**src/rtl/fake_trigger_dbg_pkg.sv**
```systemverilog
// -----------------------------------------------------------------------------
// fake_trigger_dbg_pkg
// Shared definitions for the fake_trigger HLS debug/watchdog logic:
//   state_t        - deadlock watchdog state encoding
//   CNT_W_DEFAULT  - default width of run/threshold/event counters
//   sat_inc        - saturating increment for counters up to 32 bits wide
// -----------------------------------------------------------------------------
package fake_trigger_dbg_pkg;

    typedef enum logic [1:0] {
        IDLE     = 2'd0,
        COUNT    = 2'd1,
        DEADLOCK = 2'd2
    } state_t;

    localparam int unsigned CNT_W_DEFAULT = 16;

    // Increment v, holding at the all-ones value of a w-bit counter.
    function automatic logic [31:0] sat_inc(input logic [31:0] v, input int unsigned w);
        logic [31:0] max_v;
        max_v = (w >= 32) ? 32'hFFFF_FFFF : ((32'd1 << w) - 32'd1);
        return (v >= max_v) ? max_v : v + 32'd1;
    endfunction

endpackage

```
**src/rtl/fake_trigger_sat_counter.sv**
```systemverilog
// -----------------------------------------------------------------------------
// fake_trigger_sat_counter
// Saturating up-counter with synchronous clear.
//   clock, reset : core clock, synchronous active-high reset
//   inc          : increment by one (holds at all-ones)
//   clr          : synchronous clear to zero, priority over inc
//   value        : current count
//   saturated    : count is at all-ones
// -----------------------------------------------------------------------------
module fake_trigger_sat_counter
    import fake_trigger_dbg_pkg::*;
#(
    parameter int unsigned CNT_W = CNT_W_DEFAULT
) (
    input  logic             clock,
    input  logic             reset,
    input  logic             inc,
    input  logic             clr,
    output logic [CNT_W-1:0] value,
    output logic             saturated
);

    logic [CNT_W-1:0] value_q;
    logic [CNT_W-1:0] value_d;

    always_comb begin
        value_d = value_q;
        if (clr) begin
            value_d = '0;
        end else if (inc) begin
            value_d = CNT_W'(sat_inc(32'(value_q), CNT_W));
        end
    end

    always_ff @(posedge clock) begin
        if (reset) begin
            value_q <= '0;
        end else begin
            value_q <= value_d;
        end
    end

    assign value     = value_q;
    assign saturated = &value_q;

endmodule

```
**src/rtl/fake_trigger_hls_deadlock_watchdog.sv**
```systemverilog
// -----------------------------------------------------------------------------
// fake_trigger_hls_deadlock_watchdog
// Deadlock monitor for the fake_trigger HLS core. Any AXIS channel block or any
// non-idle instance block forms the raw block condition; a run of thr_eff
// consecutive block cycles declares a deadlock.
//   clock, reset     : core clock, synchronous active-high reset
//   axis_block_sigs  : per-channel AXIS blocked flags
//   inst_idle_sigs   : per-instance idle flags (idle masks that instance's block)
//   inst_block_sigs  : per-instance blocked flags
//   threshold        : consecutive block cycles to declare deadlock (0 -> 1)
//   clear            : clears deadlock latch, mask and state (event count kept)
//   block            : raw block condition, registered
//   deadlock         : filtered deadlock flag (sticky when STICKY=1)
//   blocked_mask     : axis_block_sigs captured on deadlock entry
//   event_count      : saturating count of deadlock entries
// -----------------------------------------------------------------------------
module fake_trigger_hls_deadlock_watchdog
    import fake_trigger_dbg_pkg::*;
#(
    parameter int unsigned N_AXIS = 5,
    parameter int unsigned N_INST = 1,
    parameter int unsigned CNT_W  = CNT_W_DEFAULT,
    parameter bit          STICKY = 1'b1
) (
    input  logic              clock,
    input  logic              reset,
    input  logic [N_AXIS-1:0] axis_block_sigs,
    input  logic [N_INST-1:0] inst_idle_sigs,
    input  logic [N_INST-1:0] inst_block_sigs,
    input  logic [CNT_W-1:0]  threshold,
    input  logic              clear,
    output logic              block,
    output logic              deadlock,
    output logic [N_AXIS-1:0] blocked_mask,
    output logic [CNT_W-1:0]  event_count
);

    logic              pp_block;
    logic [CNT_W-1:0]  thr_eff;
    logic [CNT_W-1:0]  cnt;
    logic              cnt_sat;
    logic              ev_sat;
    logic              reach;
    logic              entry;

    state_t            state_q, state_d;
    logic              block_q, block_d;
    logic              deadlock_q, deadlock_d;
    logic [N_AXIS-1:0] mask_q, mask_d;

    always_comb begin
        pp_block = (|axis_block_sigs) | (|(inst_block_sigs & ~inst_idle_sigs));
        thr_eff  = (threshold == '0) ? CNT_W'(1) : threshold;
        // Compare one bit wider so a saturated run still reaches any threshold.
        reach    = ({1'b0, cnt} + {{CNT_W{1'b0}}, 1'b1}) >= {1'b0, thr_eff};
    end

    // Run length of consecutive pp_block cycles.
    fake_trigger_sat_counter #(
        .CNT_W (CNT_W)
    ) u_run_cnt (
        .clock     (clock),
        .reset     (reset),
        .inc       (pp_block & ~cnt_sat),
        .clr       (clear | ~pp_block),
        .value     (cnt),
        .saturated (cnt_sat)
    );

    always_comb begin
        state_d = state_q;
        if (clear) begin
            state_d = IDLE;
        end else begin
            case (state_q)
                IDLE: begin
                    if (pp_block) begin
                        state_d = (thr_eff == CNT_W'(1)) ? DEADLOCK : COUNT;
                    end
                end
                COUNT: begin
                    if (!pp_block) begin
                        state_d = IDLE;
                    end else if (reach) begin
                        state_d = DEADLOCK;
                    end
                end
                DEADLOCK: begin
                    if (!STICKY && !pp_block) begin
                        state_d = IDLE;
                    end
                end
                default: state_d = IDLE;
            endcase
        end

        entry      = (state_d == DEADLOCK) && (state_q != DEADLOCK);
        block_d    = pp_block;
        deadlock_d = (state_d == DEADLOCK);

        mask_d = mask_q;
        if (clear) begin
            mask_d = '0;
        end else if (entry) begin
            mask_d = axis_block_sigs;
        end
    end

    fake_trigger_sat_counter #(
        .CNT_W (CNT_W)
    ) u_event_cnt (
        .clock     (clock),
        .reset     (reset),
        .inc       (entry & ~ev_sat),
        .clr       (1'b0),
        .value     (event_count),
        .saturated (ev_sat)
    );

    always_ff @(posedge clock) begin
        if (reset) begin
            state_q    <= IDLE;
            block_q    <= 1'b0;
            deadlock_q <= 1'b0;
            mask_q     <= '0;
        end else begin
            state_q    <= state_d;
            block_q    <= block_d;
            deadlock_q <= deadlock_d;
            mask_q     <= mask_d;
        end
    end

    assign block        = block_q;
    assign deadlock     = deadlock_q;
    assign blocked_mask = mask_q;

endmodule

```
**config.mk**
```make
export PLATFORM = sky130hd
export DESIGN_NAME = fake_trigger_hls_deadlock_watchdog
export DESIGN_NICKNAME = d
export VERILOG_FILES = /design/src/rtl/fake_trigger_dbg_pkg.sv /design/src/rtl/fake_trigger_sat_counter.sv /design/src/rtl/fake_trigger_hls_deadlock_watchdog.sv
export SDC_FILE = /design/constraint.sdc
export NUM_CORES = 1
export LEC_CHECK = 0
export CAP_MARGIN = 20
export CORE_AREA = 2 2 74 76
export DETAILED_ROUTE_END_ITERATION = 10
export DIE_AREA = 0 0 76 78
export GPL_TIMING_DRIVEN = 0
export PLACE_DENSITY = 0.86
export SLEW_MARGIN = 25
export SYNTH_ARGS = -nofsm -noshare
export SYNTH_HDL_FRONTEND = slang
export SYNTH_HIERARCHICAL = 1
export SYNTH_SLANG_ARGS = --single-unit
```
**constraint.sdc**
```tcl
create_clock -name clock -period 9.15 [get_ports clock]
set_input_delay 1.3725 -clock clock [delete_from_list [all_inputs] [get_ports clock]]
set_output_delay 1.3725 -clock clock [all_outputs]
set_load 0.005 [all_outputs]
```
* Word-level counts from Yosys, hierarchy flattened
Index checks and enable logic that the tools add are counted.
Word-level totals: register bits 41, input port bits 26, output and inout bits 23
Cells by class: $add $sub $neg 3, $lt $le $gt $ge 3, equal/unequal tests 5, mux-type cells 9, bitwise gates (word level) 9, reduce and logical (&&, ||, !) cells 8
Operators by type and width (number):
- 16-bit two-way mux | 3
- 16-bit by 1-bit adder with 16-bit output (second input constant) | 2
- 16-bit greater-or-equal comparator (second input constant) | 2
- 16-bit AND reduction | 2
- 16-bit by 1-bit adder with 17-bit output (second input constant) | 1
- 17-bit by 16-bit greater-or-equal comparator with 1-bit output | 1
- 16-bit by 1-bit equality test with 1-bit output (second input constant) | 1
- 16-bit zero test | 1
- 2-bit two-way mux | 5
- 2-bit case mux with 3 select lines | 1
- 5-bit OR reduction | 1
- 2-bit equality test (second input constant) | 2
- 1-bit inverter | 4
- 2-bit OR reduction | 2
- 1-bit AND | 3
- 2-bit by 1-bit equality test with 1-bit output (second input constant) | 1
- 2-bit zero test | 1
- 2-bit != test (second input constant) | 1
- 1-bit bitwise OR | 2
- 1-bit logical AND | 1

* Longest topological paths before layout
Gate-level depths: netlist of run 1.
depth after elaboration 10, gate-level depth with buffers 18

* Hierarchy
Netlist of run 1, hierarchy kept.
Modules (own cells, without submodules):
- fake_trigger_sat_counter | times used 2, cells an instance 95, area each 892.1 um^2
- fake_trigger_hls_deadlock_watchdog | times used 1, cells an instance 147, area each 1132.3 um^2

* Least setup slack after synthesis of run 1
No wires, ideal clock.
path type input to register, start input threshold[4], end register u_event_cnt.value_q[11] (netlist: u_event_cnt/value[11]), arrival 3747 ps, required time 9024 ps, setup slack 5277 ps, cell stages on the path 15, path buffers 2, cells stage by stage nor4_1 > nand4_1 > nand2b_1 > ha_1 > nor3_1 > a2111oi_1 > o211ai_2 > o21ai_4 > nor2_1 > buf_2 > and4_1 > and4_4 > nand2_2 > buf_6 > a21oi_2
Between the ends: word-level cells in the longest chain between the ends 10
Ends and longest elaborated chain:
- start: declaration | RTL line fake_trigger_hls_deadlock_watchdog.sv:30 | input logic [CNT_W-1:0] threshold,
- 16-bit zero test | RTL line fake_trigger_hls_deadlock_watchdog.sv:53 | thr_eff = (threshold == '0) ? CNT_W'(1) : threshold;
- 16-bit two-way mux (*) | RTL line fake_trigger_hls_deadlock_watchdog.sv:53
- 17-bit by 16-bit greater-or-equal comparator with 1-bit output or 16-bit by 1-bit equality test with 1-bit output (tied branches) | RTL line fake_trigger_hls_deadlock_watchdog.sv:55, fake_trigger_hls_deadlock_watchdog.sv:78
- 2-bit two-way mux, on equally long branches | RTL line fake_trigger_hls_deadlock_watchdog.sv:84, fake_trigger_hls_deadlock_watchdog.sv:78
- 2-bit two-way mux, on equally long branches | RTL line fake_trigger_hls_deadlock_watchdog.sv:82, fake_trigger_hls_deadlock_watchdog.sv:77
- 2-bit case mux with 3 select lines (*) | RTL line fake_trigger_hls_deadlock_watchdog.sv:75 | case (state_q)
- 2-bit two-way mux (*) | RTL line fake_trigger_hls_deadlock_watchdog.sv:72 | if (clear) begin
- 2-bit equality test (*) | RTL line fake_trigger_hls_deadlock_watchdog.sv:97 | entry = (state_d == DEADLOCK) && (state_q != DEADLOCK);
- 1-bit logical AND (*) | RTL line fake_trigger_hls_deadlock_watchdog.sv:97
- 1-bit AND (*) | RTL line fake_trigger_hls_deadlock_watchdog.sv:114 | .inc (entry & ~ev_sat),
- end signal: assignment | RTL line fake_trigger_sat_counter.sv:39 | value_q <= value_d;
- end: declaration | RTL line fake_trigger_sat_counter.sv:23 | logic [CNT_W-1:0] value_q;
Every way passes the cells marked *; elsewhere a longest branch is shown, timed or not. A chain may end at the register's enable or synchronous reset.

* Worst setup path in the final report of run 1
start input threshold[1], end register u_event_cnt.value_q[0] (netlist: u_event_cnt/value[0])
The elaborated chain is that of the path after synthesis.

==> implementation parameters, run 1 <==
Parameter                              Value

Clock network
  Post-CTS repair timing setup buffer count    0
  Clock tree from TritonCTS    done
  Largest buffer count on any clock path    2
  Clock insertion delay at the later pin of the skew report    a little under 0.3 ns
  CTS sink cnt    slightly above 40
  CTS resizes    0
  Clk pin slew, worst setup/hold paths    ~0.08 ns
  CTS Buf Count    5
  Depth of the CTS H-tree    2
  Count of hold buffers inserted by post-cts repair    0
  Buffer type at the clock tree root    sky130_fd_sc_hd__clkbuf_8

Route
  Number of nets with antenna violations after routing    0
  Post-DR vias/cell    about 5.9
  Via count    2715
  Number of detailed-routing iterations run before antenna repair    4
  Top metal layer carrying routed signals    met4
  Detailed route wirelength on metal2    roughly 3500 um
  Violation count after the first detailed-routing iteration    194
  DRC violations left    0
  Routed length on met3    430 um
  Routed wirelength normalized by instance count    between 10 and 15 um
  Routed wire length    just under 7000 um
  Metal-1 WL    approximately 2900 um

Layout
  Fill cell total of the finished layout    between 300 and 400
  Final core occ    0.714
  Area delta synth->final    23.5%
  Diode count    0
  Final cell count without fillers    roughly 460
  Number of nets in the layout    approximately 440
  Share of cells above drive strength 1    0.153

Critical path
  Category of the worst setup path launch point    primary input
  Crit Path Max Fanout    10
  R2R setup slack    5.09 ns
  Crit Reg-Reg Startpoint    u_run_cnt/value[4]$_SDFFE_PP0P_
  Critical path data arrival time    roughly 4.8 ns
  Buffers & Inverters on Critical Path    3
  CP Capture Type    flop
  Worst-case reg-to-reg path depth    17
  Largest stage delay on the critical path    0.47 ns
  Top Family by Delay on Critical Path    simple AND/OR/NAND/NOR gates
  Critical Path RT    between 9 and 10 ns
  CP max-delay cell    sky130_fd_sc_hd__a2111oi_1
  Reg-to-Reg End    u_event_cnt/value[7]$_SDFFE_PP0P_
  Critical-path cell list    clkdlybuf4s50_1, nor4_1, nand4_1, nand2b_1, ha_1, nor3_1, a2111oi_1, o211ai_2, o21ai_4, nor2_1, buf_2, and4_1, and4_4, nand2_2, buf_6, a21oi_2
  Critical path start-end classification    in2reg

Synthesis
  Post-synth net total    382
  Dominant combinational cell family by area after synthesis    simple AND/OR/NAND/NOR gates
  Fraction of the mapped netlist area in simple logic gates    0.308
  Top area cells in the synthesized netlist    sky130_fd_sc_hd__dfxtp_1 28%, sky130_fd_sc_hd__ha_1 8.2%, sky130_fd_sc_hd__xnor2_1 7.2%, sky130_fd_sc_hd__a21oi_2 6.0%, sky130_fd_sc_hd__nand4_1 4.3%
  Multiplexer fraction of the synthesized cell area    0.0309
  Number of unique standard cell types used by synthesis    46
  Warning count from the yosys run    6
  Synthesized-area fraction occupied by adder cells    0.0815
  Top cell type by total area after synthesis    sky130_fd_sc_hd__dfxtp_1
  Post-synthesis async set-or-reset flop share    0
  XOR/XNOR share of the synthesized area    0.108
  Avg Cell Area, Syn    8.65 um2
  Summed instance area of the synthesized netlist    2920 um2
  Fraction of the mapped netlist area in compound gates    0.137
  Fraction of post-synthesis cell area in the top cell type by area    0.281
  Number of enable flip-flop cells after synthesis    0
  Register area share after synthesis    0.281
  Synth Register Bits    roughly 40
  Number of cells produced by synthesis    approximately 340
  Primary flip-flop cell chosen by synthesis mapping    sky130_fd_sc_hd__dfxtp_1

Global route
  Number of antenna violations at the first check in global routing    0
  Vias in the first global route    about 2700
  Wire length of the first global-routing pass    12100 um
  All-layer global routing usage    0.245
  Total grt overflow    0
  Pin count of the biggest net entering global routing    13

Floorplanning
  Rows    26
  Area of the die    about 5900 um2
  Die width    between 70 and 80 um
  Area of the core region    approximately 5000 um2
  Starting density of the core    0.578
  I/O pin total    between 40 and 50
  Overall die height    about 78 um

Pwr
  Switching power total    about 81 uW
  Cell internal power dissipation    around 290 uW
  Total power density per cell area    102 nW/um2
  Pleak    ~1.3 nW
  Power share of the combinational group    0.093
  Worst IR Drop VDD    between 80 and 90 uV
  Clock network fraction of total power    0.412
  Proportion of total power due to net switching    0.219
  Sequential share of power    0.494

Timing
  Finish-stage setup viols    0
  Setup repair after global routing missed its margin    false
  Clock skew    a little under 0.01 ns
  Actual transition at the worst max-transition pin    ~0.63 ns
  Final worst setup slack    4.53 ns
  Shortest period the worst path allows    around 4.6 ns
  Setup TNS after final layout    0 ns
  Max-Slew Margin vs Limit    0.580
  Fmax    about 220 MHz
  Final hold vios    0
  Worst slack on hold paths    0.461 ns
  Post-route fraction of the period consumed by the critical path    0.505
  Slew Viols, Final    0

Hold path
  Start point of the worst min-delay path    blocked_mask[2]$_SDFFE_PP0P_
  Type of the worst min-delay path    reg2reg
  Terminating pin of the worst hold path    blocked_mask[2]$_SDFFE_PP0P_
  Count of cells along the worst hold path    2

Placement
  IO Port Bufs    between 40 and 50
  RD Place Congestion    between 0.8 and 0.9
  DP Wirelength    5220 um
  Placed Instances    455
  Post-place setup slack    between 4 and 5 ns

Outcome
  Result of the run    completed

Run
  Number of max-cap violations    0
tightest hold or removal path, cell delays in order, from the launching register on:
cell and delay (ns):
sky130_fd_sc_hd__dfxtp_1 0.31, sky130_fd_sc_hd__nand2_1 0.05, sky130_fd_sc_hd__mux2i_1 0.05
how the worst max path moves through the flow:
stage | slack [ns] | depth (start not counted) | to | start
detailed placement | 4.30 | 16 | u_event_cnt/value[7]$_SDFFE_PP0P_ | threshold[1]
global route | 4.20 | 16 | u_event_cnt/value[11]$_SDFFE_PP0P_ | threshold[1]
CTS | 4.59 | 16 | u_event_cnt/value[0]$_SDFFE_PP0P_ | threshold[1]
finish | 4.53 | 16 | u_event_cnt/value[0]$_SDFFE_PP0P_ | threshold[1]
global placement | 4.33 | 16 | u_event_cnt/value[2]$_SDFFE_PP0P_ | threshold[1]
floorplan | 5.28 | 15 | u_event_cnt/value[11]$_SDFFE_PP0P_ | threshold[4]
cells in the final DEF (no fill, tap or decap), types with 3 or more instances in the layout:
cell type / instances
sky130_fd_sc_hd__a21oi_1: 10
sky130_fd_sc_hd__xnor2_1: 24
sky130_fd_sc_hd__and4_4: 4
sky130_fd_sc_hd__and2_1: 3
sky130_fd_sc_hd__dfxtp_1: 41
sky130_fd_sc_hd__nand2b_1: 3
sky130_fd_sc_hd__xor2_1: 12
sky130_fd_sc_hd__nand2_1: 24
sky130_fd_sc_hd__and3_1: 7
sky130_fd_sc_hd__inv_1: 23
sky130_fd_sc_hd__nand3_1: 21
sky130_fd_sc_hd__clkbuf_8: 6
sky130_fd_sc_hd__nor4_2: 8
sky130_fd_sc_hd__clkbuf_1: 4
sky130_fd_sc_hd__nand4_1: 20
sky130_fd_sc_hd__ha_1: 19
sky130_fd_sc_hd__and4_1: 4
sky130_fd_sc_hd__o21ai_0: 6
sky130_fd_sc_hd__mux2i_1: 9
sky130_fd_sc_hd__buf_2: 6
sky130_fd_sc_hd__nor4_1: 6
sky130_fd_sc_hd__nor2_1: 24
sky130_fd_sc_hd__nor3_1: 5
sky130_fd_sc_hd__clkdlybuf4s50_1: 48
sky130_fd_sc_hd__a21oi_2: 20
power by group through the flow:
stage | sequential (mW) | combinational [mW] | clock [mW]
after global routing | 0.182 | 0.0375 | 0.161
final | 0.181 | 0.0343 | 0.151
after global placement | 0.185 | 0.0326 | 0
after floorplan | 0.185 | 0.0164 | 0
after detailed placement | 0.186 | 0.0340 | 0
after CTS | 0.181 | 0.0342 | 0.153
through the flow:
stage	total power, mW	area (um2)
5_1_grt	0.381	3600
2_1_floorplan	0.202	2920
3_5_place_dp	0.220	3480
4_1_cts	0.369	3600
3_3_place_gp	0.218	3480
6_report	0.367	3600
layout make-up:
cell class	instances	area [um2]	share of cell area
buffer	11	63.8	0.0177
clock buffer	7	86.3	0.0240
clock inverter	1	30.0	0.00834
inverter	23	86.3	0.0240
multi-input combinational	262	1950	0.540
sequential	41	821	0.228
tap	70	87.6	0.0243
timing repair buffer	48	480	0.133
registers in the layout (all words and copies together), names as in the netlist:
name and cells:
block 1, blocked_mask 5, u_run_cnt/value 16, u_event_cnt/value 16, deadlock 1, state_q 2
synthesized netlist by cell type, drive strengths merged, types with 4 or more instances:
master  count
dfxtp      41
a21oi      30
nand2      26
nor2       24
xnor2      24
inv        23
nand4      22
nand3      21
ha         19
nor4       15
xor2       12
mux2i       9
o21ai       9
and4        8
buf         8
and3        7
nor3        6
or2         4
kinds of logic after synthesis:
| group | after synthesis |
|---|---|
| multiplexers | 9 |
| buffers and inverters | 34 |
| AND/OR/NAND/NOR | 145 |
| XOR/XNOR | 36 |
| adder cells (fa/ha/maj) | 19 |
| other | 1 |
| AO/OA/AOI/OAI | 52 |
| flip-flops | 41 |
metal layers:
metal  vias up  global-route usage
li1       1322                   -
met2       108               0.438
met3        12              0.0512
met4         0              0.0818
met1      1273               0.292
met5         -                   0
Power figures use the tool's default switching activity.
==> inputs of run 2 (changes only) <==
- CORE_AREA: 2 2 74 76 -> 2 2 77 79
- DIE_AREA: 0 0 76 78 -> 0 0 79 81
- PLACE_DENSITY: 0.86 -> 0.8
- clock period: 9.15 -> 4.66 ns (I/O delays scaled with it)
==> run 2 against run 1 <==
Flip-flop and latch count unchanged; largest cell class unchanged; largest power group unchanged; combinational power is 95% higher; via count fell by 1.6%; critical path depth increased by 1; clock skew shrank 0.0060 ns; sequential power rose by 97%; setup slack got worse by 3.9 ns; count of clock-buffer cells in the layout is the same; total power grew 89%.
==> implementation parameters, run 2 (synthesis gave the netlist of run 1 again) <==
Parameter                              Value

Timing
  Fmax    approximately 250 MHz
  Slew Viols, Final    0
  Actual transition at the worst max-transition pin    ~0.62 ns
  Max-Slew Margin vs Limit    0.587
  Setup repair after global routing missed its margin    false
  Post-route fraction of the period consumed by the critical path    0.871
  Setup TNS after final layout    0 ns
  Final worst setup slack    between 0.6 and 0.7 ns
  Shortest period the worst path allows    slightly above 4 ns
  Final hold vios    0
  Finish-stage setup viols    0
  Clock skew    about 0.0036 ns
  Worst slack on hold paths    between 0.4 and 0.5 ns

Run
  Number of max-cap violations    0

Critical path
  Crit Reg-Reg Startpoint    u_run_cnt/value[4]$_SDFFE_PP0P_
  Critical path start-end classification    reg2reg
  Crit Path Max Fanout    10
  Category of the worst setup path launch point    flop
  Reg-to-Reg End    u_event_cnt/value[7]$_SDFFE_PP0P_
  Critical Path Source    u_run_cnt/value[4]$_SDFFE_PP0P_
  CP Capture Type    flop
  Worst-case reg-to-reg path depth    17
  R2R setup slack    0.60 ns
  Critical path data arrival time    between 4 and 5 ns
  Critical Path RT    4.89 ns

Hold path
  Start point of the worst min-delay path    blocked_mask[2]$_SDFFE_PP0P_
  Count of cells along the worst hold path    2
  Type of the worst min-delay path    reg2reg
  Terminating pin of the worst hold path    blocked_mask[2]$_SDFFE_PP0P_

Placement
  IO Port Bufs    48
  DP Wirelength    around 5200 um
  RD Place Congestion    roughly 0.86
  Area after detailed placement    roughly 3500 um2
  Post-place setup slack    about 0.52 ns

Clock network
  Clock tree from TritonCTS    done
  Clk pin slew, worst setup/hold paths    approximately 0.08 ns
  Clock insertion delay at the later pin of the skew report    0.30 ns
  CTS resizes    0
  Post-CTS repair timing setup buffer count    0
  Depth of the CTS H-tree    2
  Buffer type at the clock tree root    sky130_fd_sc_hd__clkbuf_8
  Largest buffer count on any clock path    2
  Count of hold buffers inserted by post-cts repair    0
  CTS Buf Count    5
  CTS sink cnt    41

Global route
  Number of antenna violations at the first check in global routing    0
  Wire length of the first global-routing pass    11300 um
  Pin count of the biggest net entering global routing    14
  Total grt overflow    0
  All-layer global routing usage    0.220
  Vias in the first global route    2534

Floorplanning
  Starting density of the core    0.514
  Overall die height    a little over 80 um
  Area of the die    ~6400 um2
  Area of the core region    between 5000 and 6000 um2
  Die width    79 um
  I/O pin total    around 50
  Rows    28

Route
  Routed wire length    just under 7000 um
  Routed wirelength normalized by instance count    between 10 and 15 um
  Via count    roughly 2700
  Post-DR vias/cell    about 5.7
  Number of nets with antenna violations after routing    0
  DRC violations left    0
  Number of detailed-routing iterations run before antenna repair    5
  Violation count after the first detailed-routing iteration    about 160

Outcome
  Result of the run    completed

Layout
  Area delta synth->final    23.3%
  Area of the multi-input gates    just under 2000 um2
  FF/Latch Area    slightly above 800 um2
  Post-route cell area    ~3600 um2
  Commonest non-fill, non-tap cell in the layout    sky130_fd_sc_hd__clkdlybuf4s50_1
  Share of cells above drive strength 1    0.155
  Fill cell total of the finished layout    500
  Number of nets in the layout    437
  Most used cells in the layout excluding fill and tap cells    48 x sky130_fd_sc_hd__clkdlybuf4s50_1, 41 x sky130_fd_sc_hd__dfxtp_1, 24 x sky130_fd_sc_hd__xnor2_1, 24 x sky130_fd_sc_hd__nand2_1, 24 x sky130_fd_sc_hd__nor2_1
  Final core occ    0.634
  Diode count    0

Pwr
  Pleak    between 1 and 1.5 nW
  Worst IR Drop VDD    about 110 uV
  Total power density per cell area    193 nW/um2
[run 2: cell count changes in the layout (fill, tap and decap cells not counted)]
cell | previous run | this run
sky130_fd_sc_hd__bufinv_16 | 1 | 0
sky130_fd_sc_hd__clkbuf_1 | 4 | 3
sky130_fd_sc_hd__clkbuf_8 | 6 | 7
sky130_fd_sc_hd__inv_6 | 0 | 1
[run 2: worst max-delay path, stage by stage, from the launching register on]
cell and delay, ns:
sky130_fd_sc_hd__dfxtp_1 0.56, sky130_fd_sc_hd__and4_4 0.31, sky130_fd_sc_hd__nand4_1 0.23, sky130_fd_sc_hd__nor3_1 0.31, sky130_fd_sc_hd__xor2_1 0.11, sky130_fd_sc_hd__ha_1 0.31, sky130_fd_sc_hd__nand3_1 0.11, sky130_fd_sc_hd__nor4_1 0.35
sky130_fd_sc_hd__a221oi_2 0.13, sky130_fd_sc_hd__o211ai_2 0.13, sky130_fd_sc_hd__o21ai_4 0.15, sky130_fd_sc_hd__nor2_1 0.12, sky130_fd_sc_hd__buf_2 0.21, sky130_fd_sc_hd__and4_1 0.33, sky130_fd_sc_hd__and4_4 0.27, sky130_fd_sc_hd__nand2_2 0.09
sky130_fd_sc_hd__buf_6 0.18, sky130_fd_sc_hd__a21oi_2 0.12
[run 2: worst max-delay path by stage]
stage	cells past startpoint	end	slack (ns)
after floorplan	17	u_event_cnt/value[11]$_SDFFE_PP0P_	1.17
after global placement	16	u_event_cnt/value[7]$_SDFFE_PP0P_	0.58
after detailed placement	16	u_event_cnt/value[7]$_SDFFE_PP0P_	0.52
after CTS	17	u_event_cnt/value[7]$_SDFFE_PP0P_	0.59
after global routing	17	u_event_cnt/value[0]$_SDFFE_PP0P_	0.28
final	17	u_event_cnt/value[7]$_SDFFE_PP0P_	0.60
[run 2: routing by layer]
metal  wire [um]  part of all wire  GRT usage  vias to the layer above
met5           0                 0          0                        -
met4         104             0.015     0.0655                        0
met3         400             0.058     0.0411                       11
met2        3210              0.47      0.390                       97
met1        3140              0.46      0.273                     1245
li1            -                 -          -                     1319
[run 2: power by group]
| group | switching, mW | internal [mW] |
|---|---|---|
| combinational | 0.0317 | 0.0353 |
| sequential | 0.00348 | 0.353 |
| clock | 0.133 | 0.137 |
[run 2: layout make-up]
class                      instances  share of cell area
multi-input combinational        262               0.541
inverter                          23              0.0240
timing repair buffer              48               0.134
buffer                            11              0.0177
clock inverter                     1             0.00244
sequential                        41               0.228
tap                               75              0.0261
clock buffer                       7              0.0268
[run 2: stage by stage]
| stage | std cells | power (mW) |
|---|---|---|
| after floorplan | 337 | 0.396 |
| after global placement | 460 | 0.429 |
| after detailed placement | 460 | 0.431 |
| after CTS | 468 | 0.698 |
| after global routing | 468 | 0.721 |
| final | 468 | 0.692 |
==> inputs of run 3 (changes only) <==
- SLEW_MARGIN: 25 -> 40
==> results of run 3 <==
Final layout, timing and power as in run 2 (identical DEF).
